--- config.mk ---
export PLATFORM = sky130hd
export DESIGN_NAME = pc_unit_param
export DESIGN_NICKNAME = d
export VERILOG_FILES = /design/src/rtl/pc_unit_param.sv
export SDC_FILE = /design/constraint.sdc
export NUM_CORES = 1
export LEC_CHECK = 0
export CORE_ASPECT_RATIO = 1.2
export CORE_MARGIN = 2
export CORE_UTILIZATION = 35
export CTS_BUF_LIST = sky130_fd_sc_hd__clkbuf_4
export DETAILED_ROUTE_END_ITERATION = 10
export PLACE_DENSITY = 0.7
export SETUP_SLACK_MARGIN = 0.3
export SYNTH_ARGS = -nofsm -noshare
export SYNTH_HDL_FRONTEND = slang
export SYNTH_SLANG_ARGS = --single-unit
--- constraint.sdc ---
create_clock -name clk -period 2.1 [get_ports clk]
set_input_delay 0.315 -clock clk [delete_from_list [all_inputs] [get_ports clk]]
set_output_delay 0.315 -clock clk [all_outputs]
set_load 0.03 [all_outputs]
--- src/rtl/pc_unit_param.sv ---
// pc_unit_param: program counter for the single-cycle MIPS datapath.
// Holds the current instruction address and selects the next one from
// sequential, branch, jump and return sources, with stall support.
// Optional return-address stack enabled by defining PC_RAS_EN; without it
// sel=11 behaves as a plain register jump and the stack flags are tied off.
module pc_unit_param #(
  parameter int WIDTH     = 8,
  parameter int STEP      = 1,
  parameter int RESET_VEC = 0,
  parameter int RAS_DEPTH = 4
) (
  input  logic             clk,
  input  logic             rst,
  input  logic             stall,
  input  logic [1:0]       sel,
  input  logic [WIDTH-1:0] branch_off,
  input  logic [WIDTH-1:0] jump_target,
  input  logic             call,
  output logic [WIDTH-1:0] pc,
  output logic [WIDTH-1:0] pc_plus,
  output logic             ras_empty,
  output logic             ras_full,
  output logic             ras_err
);

  // Pointer indexes RAS_DEPTH entries; count needs one extra bit for "full".
  localparam int unsigned PW = (RAS_DEPTH > 2) ? $clog2(RAS_DEPTH) : 1;
  localparam int unsigned CW = PW + 1;

  typedef enum logic [1:0] {
    SEL_SEQ = 2'b00,
    SEL_BR  = 2'b01,
    SEL_JMP = 2'b10,
    SEL_RET = 2'b11
  } sel_e;

  sel_e             sel_q;
  logic [WIDTH-1:0] pc_next;

  assign sel_q   = sel_e'(sel);
  assign pc_plus = pc + WIDTH'(STEP);

`ifdef PC_RAS_EN
  logic [WIDTH-1:0] ras_mem [RAS_DEPTH];
  logic [PW-1:0]    wptr;
  logic [CW-1:0]    count;
  logic [WIDTH-1:0] ras_top;
  logic             push;
  logic             pop;
  logic             underflow;

  assign ras_empty = (count == '0);
  assign ras_full  = (count == CW'(RAS_DEPTH));
  assign ras_top   = ras_mem[wptr - 1'b1];

  // Next-PC selection and stack push/pop decode.
  always_comb begin
    pc_next   = pc_plus;
    push      = 1'b0;
    pop       = 1'b0;
    underflow = 1'b0;
    case (sel_q)
      SEL_SEQ: pc_next = pc_plus;
      SEL_BR:  pc_next = pc_plus + branch_off;
      SEL_JMP: begin
        pc_next = jump_target;
        push    = call;
      end
      SEL_RET: begin
        if (ras_empty) begin
          underflow = 1'b1;
        end else begin
          pc_next = ras_top;
          pop     = 1'b1;
        end
      end
      default: pc_next = pc_plus;
    endcase
  end

  // PC, stack pointer, occupancy and sticky error register.
  always_ff @(posedge clk or posedge rst) begin
    if (rst) begin
      pc      <= WIDTH'(RESET_VEC);
      wptr    <= '0;
      count   <= '0;
      ras_err <= 1'b0;
    end else if (!stall) begin
      pc <= pc_next;
      if (push) begin
        // Circular write: when full, wptr already points at the oldest entry.
        wptr <= wptr + 1'b1;
        if (ras_full) ras_err <= 1'b1;
        else          count   <= count + 1'b1;
      end else if (pop) begin
        wptr  <= wptr - 1'b1;
        count <= count - 1'b1;
      end
      if (underflow) ras_err <= 1'b1;
    end
  end

  // Stack storage; contents are meaningless while count is zero, so no reset.
  always_ff @(posedge clk) begin
    if (!rst && !stall && push) ras_mem[wptr] <= pc_plus;
  end
`else
  logic          unused_call;
  logic [CW-1:0] unused_depth;

  assign unused_call  = call;
  assign unused_depth = '0;
  assign ras_empty    = 1'b1;
  assign ras_full     = 1'b0;
  assign ras_err      = 1'b0;

  // Next-PC selection; return is a plain register jump.
  always_comb begin
    pc_next = pc_plus;
    case (sel_q)
      SEL_SEQ: pc_next = pc_plus;
      SEL_BR:  pc_next = pc_plus + branch_off;
      SEL_JMP: pc_next = jump_target;
      SEL_RET: pc_next = jump_target;
      default: pc_next = pc_plus;
    endcase
  end

  // PC register.
  always_ff @(posedge clk or posedge rst) begin
    if (rst)         pc <= WIDTH'(RESET_VEC);
    else if (!stall) pc <= pc_next;
  end
`endif

endmodule

## Word-level counts from Yosys, hierarchy flattened

Index checks and enable logic that the tools add are counted.

- Flip-flop bits (word level): 8
- Bits of input ports: 22
- Word-level logic and storage cells: 9
- RAM bits: 0
- Output and inout bits: 19
- Bits in latches: 0
- ROM bits: 0
- Memories: 0

- Divide/modulo/power cells: 0
- Eq/ne operators: 3
- $lt $le $gt $ge: 0
- Reductions and logical operators: 2
- Multiplexer cells: 1
- Multiply operators: 0
- Shifts and indexed selects: 0
- Add/subtract/negate cells: 2
- Bitwise operators: 0

Operator list:

| kind | count |
|---|---|
| 8-bit one-hot mux with 3 select lines | 1 |
| 8-bit by 1-bit adder with 8-bit output, second input constant | 1 |
| 8-bit adder | 1 |
| 2-bit equality test, second input constant | 2 |
| 2-bit by 1-bit equality test with 1-bit output, second input constant | 1 |
| 2-bit zero test | 1 |
| 2-bit OR reduction | 1 |

## Logic depth before layout (Yosys ltp)

- Word-level depth: 3
- Depth in mapped cells: 9
- Mapped depth without buffers: 9

## Least setup slack after synthesis

OpenSTA, ideal clock, no wires.

- Kind: register to register
- Start: register pc[0]
- End: register pc[6]
- Setup slack: -0.725 ns
- Buffers on the path: 0
- Stages on the path, launching flop included: 10
- Period minus slack after synthesis: 2.825 ns
- Setup time: 0.126 ns
- Required time: 1.974 ns
- Arrival: 2.699 ns
- Path through: dfrtp_1 -> ha_1 -> nand3_1 -> xnor2_1 -> ha_1 -> o21ai_0 -> o21bai_1 -> a21oi_1 -> nor3_1 -> a221o_1

- Word-level cells in the longest chain between the ends: 3

RTL lines:

| item | line | source |
|---|---|---|
| from (decl) | 19 | `output logic [WIDTH-1:0] pc,` |
| from (signal assigned) | 131 | `if (rst) pc <= WIDTH'(RESET_VEC);` |
| from (signal assigned) | 132 | `else if (!stall) pc <= pc_next;` |
| 8-bit by 1-bit adder with 8-bit output | 41 | `assign pc_plus = pc + WIDTH'(STEP);` |
| net pc_plus[4] | 20 | `output logic [WIDTH-1:0] pc_plus,` |
| 8-bit adder | 122 | `SEL_BR: pc_next = pc_plus + branch_off;` |
| 8-bit one-hot mux with 3 select lines | 120 | `case (sel_q)` |

The timed path passes the listed nets, and every way through them passes these cells.
A chain may end at the register's enable or synchronous reset.

## Worst setup path after layout

- Start: register pc[0]
- End: register pc[6]

- Word-level cells in the longest chain between the ends: 3

RTL lines:

| item | line |
|---|---|
| 8-bit by 1-bit adder with 8-bit output (*) | 41 |
| 8-bit adder | 122 |
| 8-bit one-hot mux with 3 select lines (*) | 120 |

Every way passes the cells marked *; elsewhere a longest branch is shown, timed or not.

==> run summary <==
Status -> complete, but fails checks
Failing checks -> negative setup slack
Area grow syn2layout -> 94.8%
Most common cell after layout, fill and taps aside -> buf_4
Worst setup margin -> -0.0206 ns
MaxCap Viol Count -> 0
Clock net sink count -> 8
R2R depth -> 9
CP Max Fanout -> 5
Synth unique cells -> 41
Post-Synthesis Cells -> 112
Comb power frac -> 0.752
CTS root buffer -> clkbuf_4
Hold_buf cts -> 0
Slowest stage delay, CP -> 0.44 ns
Max FFs per register -> 8
Crit path max-delay family -> compound AO/OA/AOI/OAI gates
Largest reg by FF count -> pc
Cell Area, Synth -> 931 µm²
Sequential fraction of the synthesis area -> 0.215
Starting Density -> 0.368
Clk pin slew, worst setup/hold paths -> 0.06 ns
Tcrit/Tclk final -> 1.01
Ys Warns -> 0
Async set or reset register ratio after synthesis -> 1.00
Setup TNS -> -0.0206 ns
Critical path buffer and inverter count -> 1
Power Density -> 864 nW/µm²
Total track usage -> 0.207
WS Path Type -> reg -> reg
Die span in y -> 60.5 µm
Final ANT Viol Nets -> 0
WP data arrival -> 2.26 ns
First-pass GRT wire length -> 4850 µm
Grt ovf -> 0
Switching power -> 694 µW
Routed vias -> 1070
Iter 0 DRT Violations -> 6
Initial antenna violation count -> 0
Finished Core Util -> 0.717
Die area -> 3090 µm²
Critical-path top delay cell -> dfrtp_2
Skew final -> 0.00183 ns
P_int -> 873 µW
Finish-stage setup viols -> 1
Sequential Power Share -> 0.153
Largest regs -> pc: 8 flops
Critical Path RT -> 2.24 ns
# H-tree levels -> 1
Reg-to-reg critical path startpoint -> pc[0]$_DFFE_PP0N_
Ant. Diodes -> 0
Routability cong. -> 0.766
Synth Area per Inst -> 8.31 µm²
Primary FF master, synth -> dfrtp_1
CTS Buf Count -> 3
Commonest non-fill, non-tap cells in the layout -> buf_4 (27), clkdlybuf4s50_1 (22)
Peak VDD IR -> 0.560 mV
Detailed-route DRC error count -> 0
Nets -> 208
Crit path cell chain -> ha_4 -> nand3_4 -> xnor2_4 -> ha_4 -> o21ai_1 -> o21bai_1 -> a21oi_2 -> buf_4 -> a221o_1
F_max -> 472 MHz
Die W -> 51.1 µm
Critical Path Source Type -> flop
R2R setup slack -> -0.02 ns
Vias per cell -> 5.14
Crit path time final -> 2.12 ns
Leakage -> 0.775 nW
Clock Latency Late Sink -> 0.26 ns
Worst hold path class -> in -> async
Post-detail-place hpwl -> 2290 µm
Crit path capture type -> flop
Boundary Pins -> 41
Clock power frac -> 0.096
Critical path's most frequent cell -> ha_4
Clk buf depth -> 2
EDFF count, synth -> 0
Unrepaired setup endpoints after global routing -> true
CTS tree -> built
Reg2reg end -> pc[6]$_DFFE_PP0N_
First drt pass iteration count -> 4
Sw Ratio -> 0.443
Site Rows -> 20
Fin. Hold Viols -> 0
Final slew viol count -> 0
Share of post-route cells with drive strength above 1 -> 0.423
Vias in the first global route -> 1111
Largest net degree at the start of global routing -> 13
Core area -> 2530 µm²
DR WL/cell -> 14.4 µm
Routed WL -> 2990 µm
Post-synthesis sequential element count -> 8
Port bufs -> 36
Stages on worst setup path -> 9
-- synth_stat cells, drive strengths merged, types with 2 or more instances --
cell	instances	area [µm²]
nor3	2	10.0
a221o	2	20.0
nand2	8	30.0
ha	9	113
mux2i	4	40.0
nor2	8	30.0
buf	5	37.5
dfrtp	8	200
and3	3	25.0
xor2	5	51.3
inv	5	18.8
a21oi	8	40.0
conb	2	7.51
nand3	5	25.0
a211oi	2	15.0
xnor2	4	35.0
o21ai	13	65.1
-- routing by layer --
layer  global-route usage  vias to the layer above  part of all wire
met1                0.251                      506              0.41
met4               0.0116                        0                 0
li1                     -                      529                 -
met2                0.393                       35              0.54
met5                    0                        -                 0
met3               0.0443                        0             0.052
-- logic make-up after synthesis --
family / share of synthesized area
adder cells (fa/ha/maj): 0.142
AND/OR/NAND/NOR: 0.173
AO/OA/AOI/OAI: 0.237
buffers and inverters: 0.0645
XOR/XNOR: 0.117
other: 0.00807
flip-flops: 0.215
multiplexers: 0.0430
-- worst max path at each step --
stage,start,endpoint,slack (ns)
floorplan,pc[2]$_DFFE_PP0N_,pc[7]$_DFFE_PP0N_,-0.16
detailed placement,branch_off[0],pc[6]$_DFFE_PP0N_,-0.16
finish,pc[0]$_DFFE_PP0N_,pc[6]$_DFFE_PP0N_,-0.02
global route,pc[0]$_DFFE_PP0N_,pc[6]$_DFFE_PP0N_,-0.11
CTS,pc[0]$_DFFE_PP0N_,pc[6]$_DFFE_PP0N_,0.02
global placement,branch_off[0],pc[6]$_DFFE_PP0N_,-0.13
-- worst reg2reg max path, delay by kind of cell (launching register included) --
| family | cells | cell delay [ns] |
|---|---|---|
| adder cells (fa/ha/maj) | 2 | 0.51 |
| AO/OA/AOI/OAI | 4 | 0.65 |
| AND/OR/NAND/NOR | 1 | 0.11 |
| flip-flops | 1 | 0.44 |
| XOR/XNOR | 1 | 0.16 |
| buffers and inverters | 1 | 0.13 |
-- power groups by stage --
| stage | Sequential, mW | Clock [mW] | Combinational, mW |
|---|---|---|---|
| 2_1_floorplan | 0.336 | 0 | 0.567 |
| 3_3_place_gp | 0.240 | 0 | 1.04 |
| 3_5_place_dp | 0.243 | 0 | 1.05 |
| 4_1_cts | 0.237 | 0.155 | 1.12 |
| 5_1_grt | 0.246 | 0.160 | 1.26 |
| 6_report | 0.239 | 0.150 | 1.18 |
-- metrics by stage --
step                      area, µm²  cells  worst slack, ns  hold slack [ns]  total power, mW
final                          1810    208          -0.0206            0.307             1.57
after detailed placement       1650    196           -0.162            0.602             1.30
after global routing           1810    208           -0.109            0.332             1.66
after CTS                      1740    206           0.0161            0.308             1.51
after floorplan                1140    113           -0.159            0.130            0.902
after global placement         1650    196           -0.127            0.590             1.28
-- area by class of cell --
type                       instances  area (µm²)
sequential                         8         206
timing repair buffer              64         581
multi-input combinational         94         932
tap                               33        41.3
clock buffer                       4        30.0
fill                             210         714
inverter                           5        22.5
-- repair_timing --
item,4_1_cts,5_1_grt
endpoints found under the hold margin,0,0
setup buffers,6,2
setup endpoints to repair,19,16
pin swaps,14,6
resized for setup,29,23
Note: power is estimated with default switching activity, not from simulation.
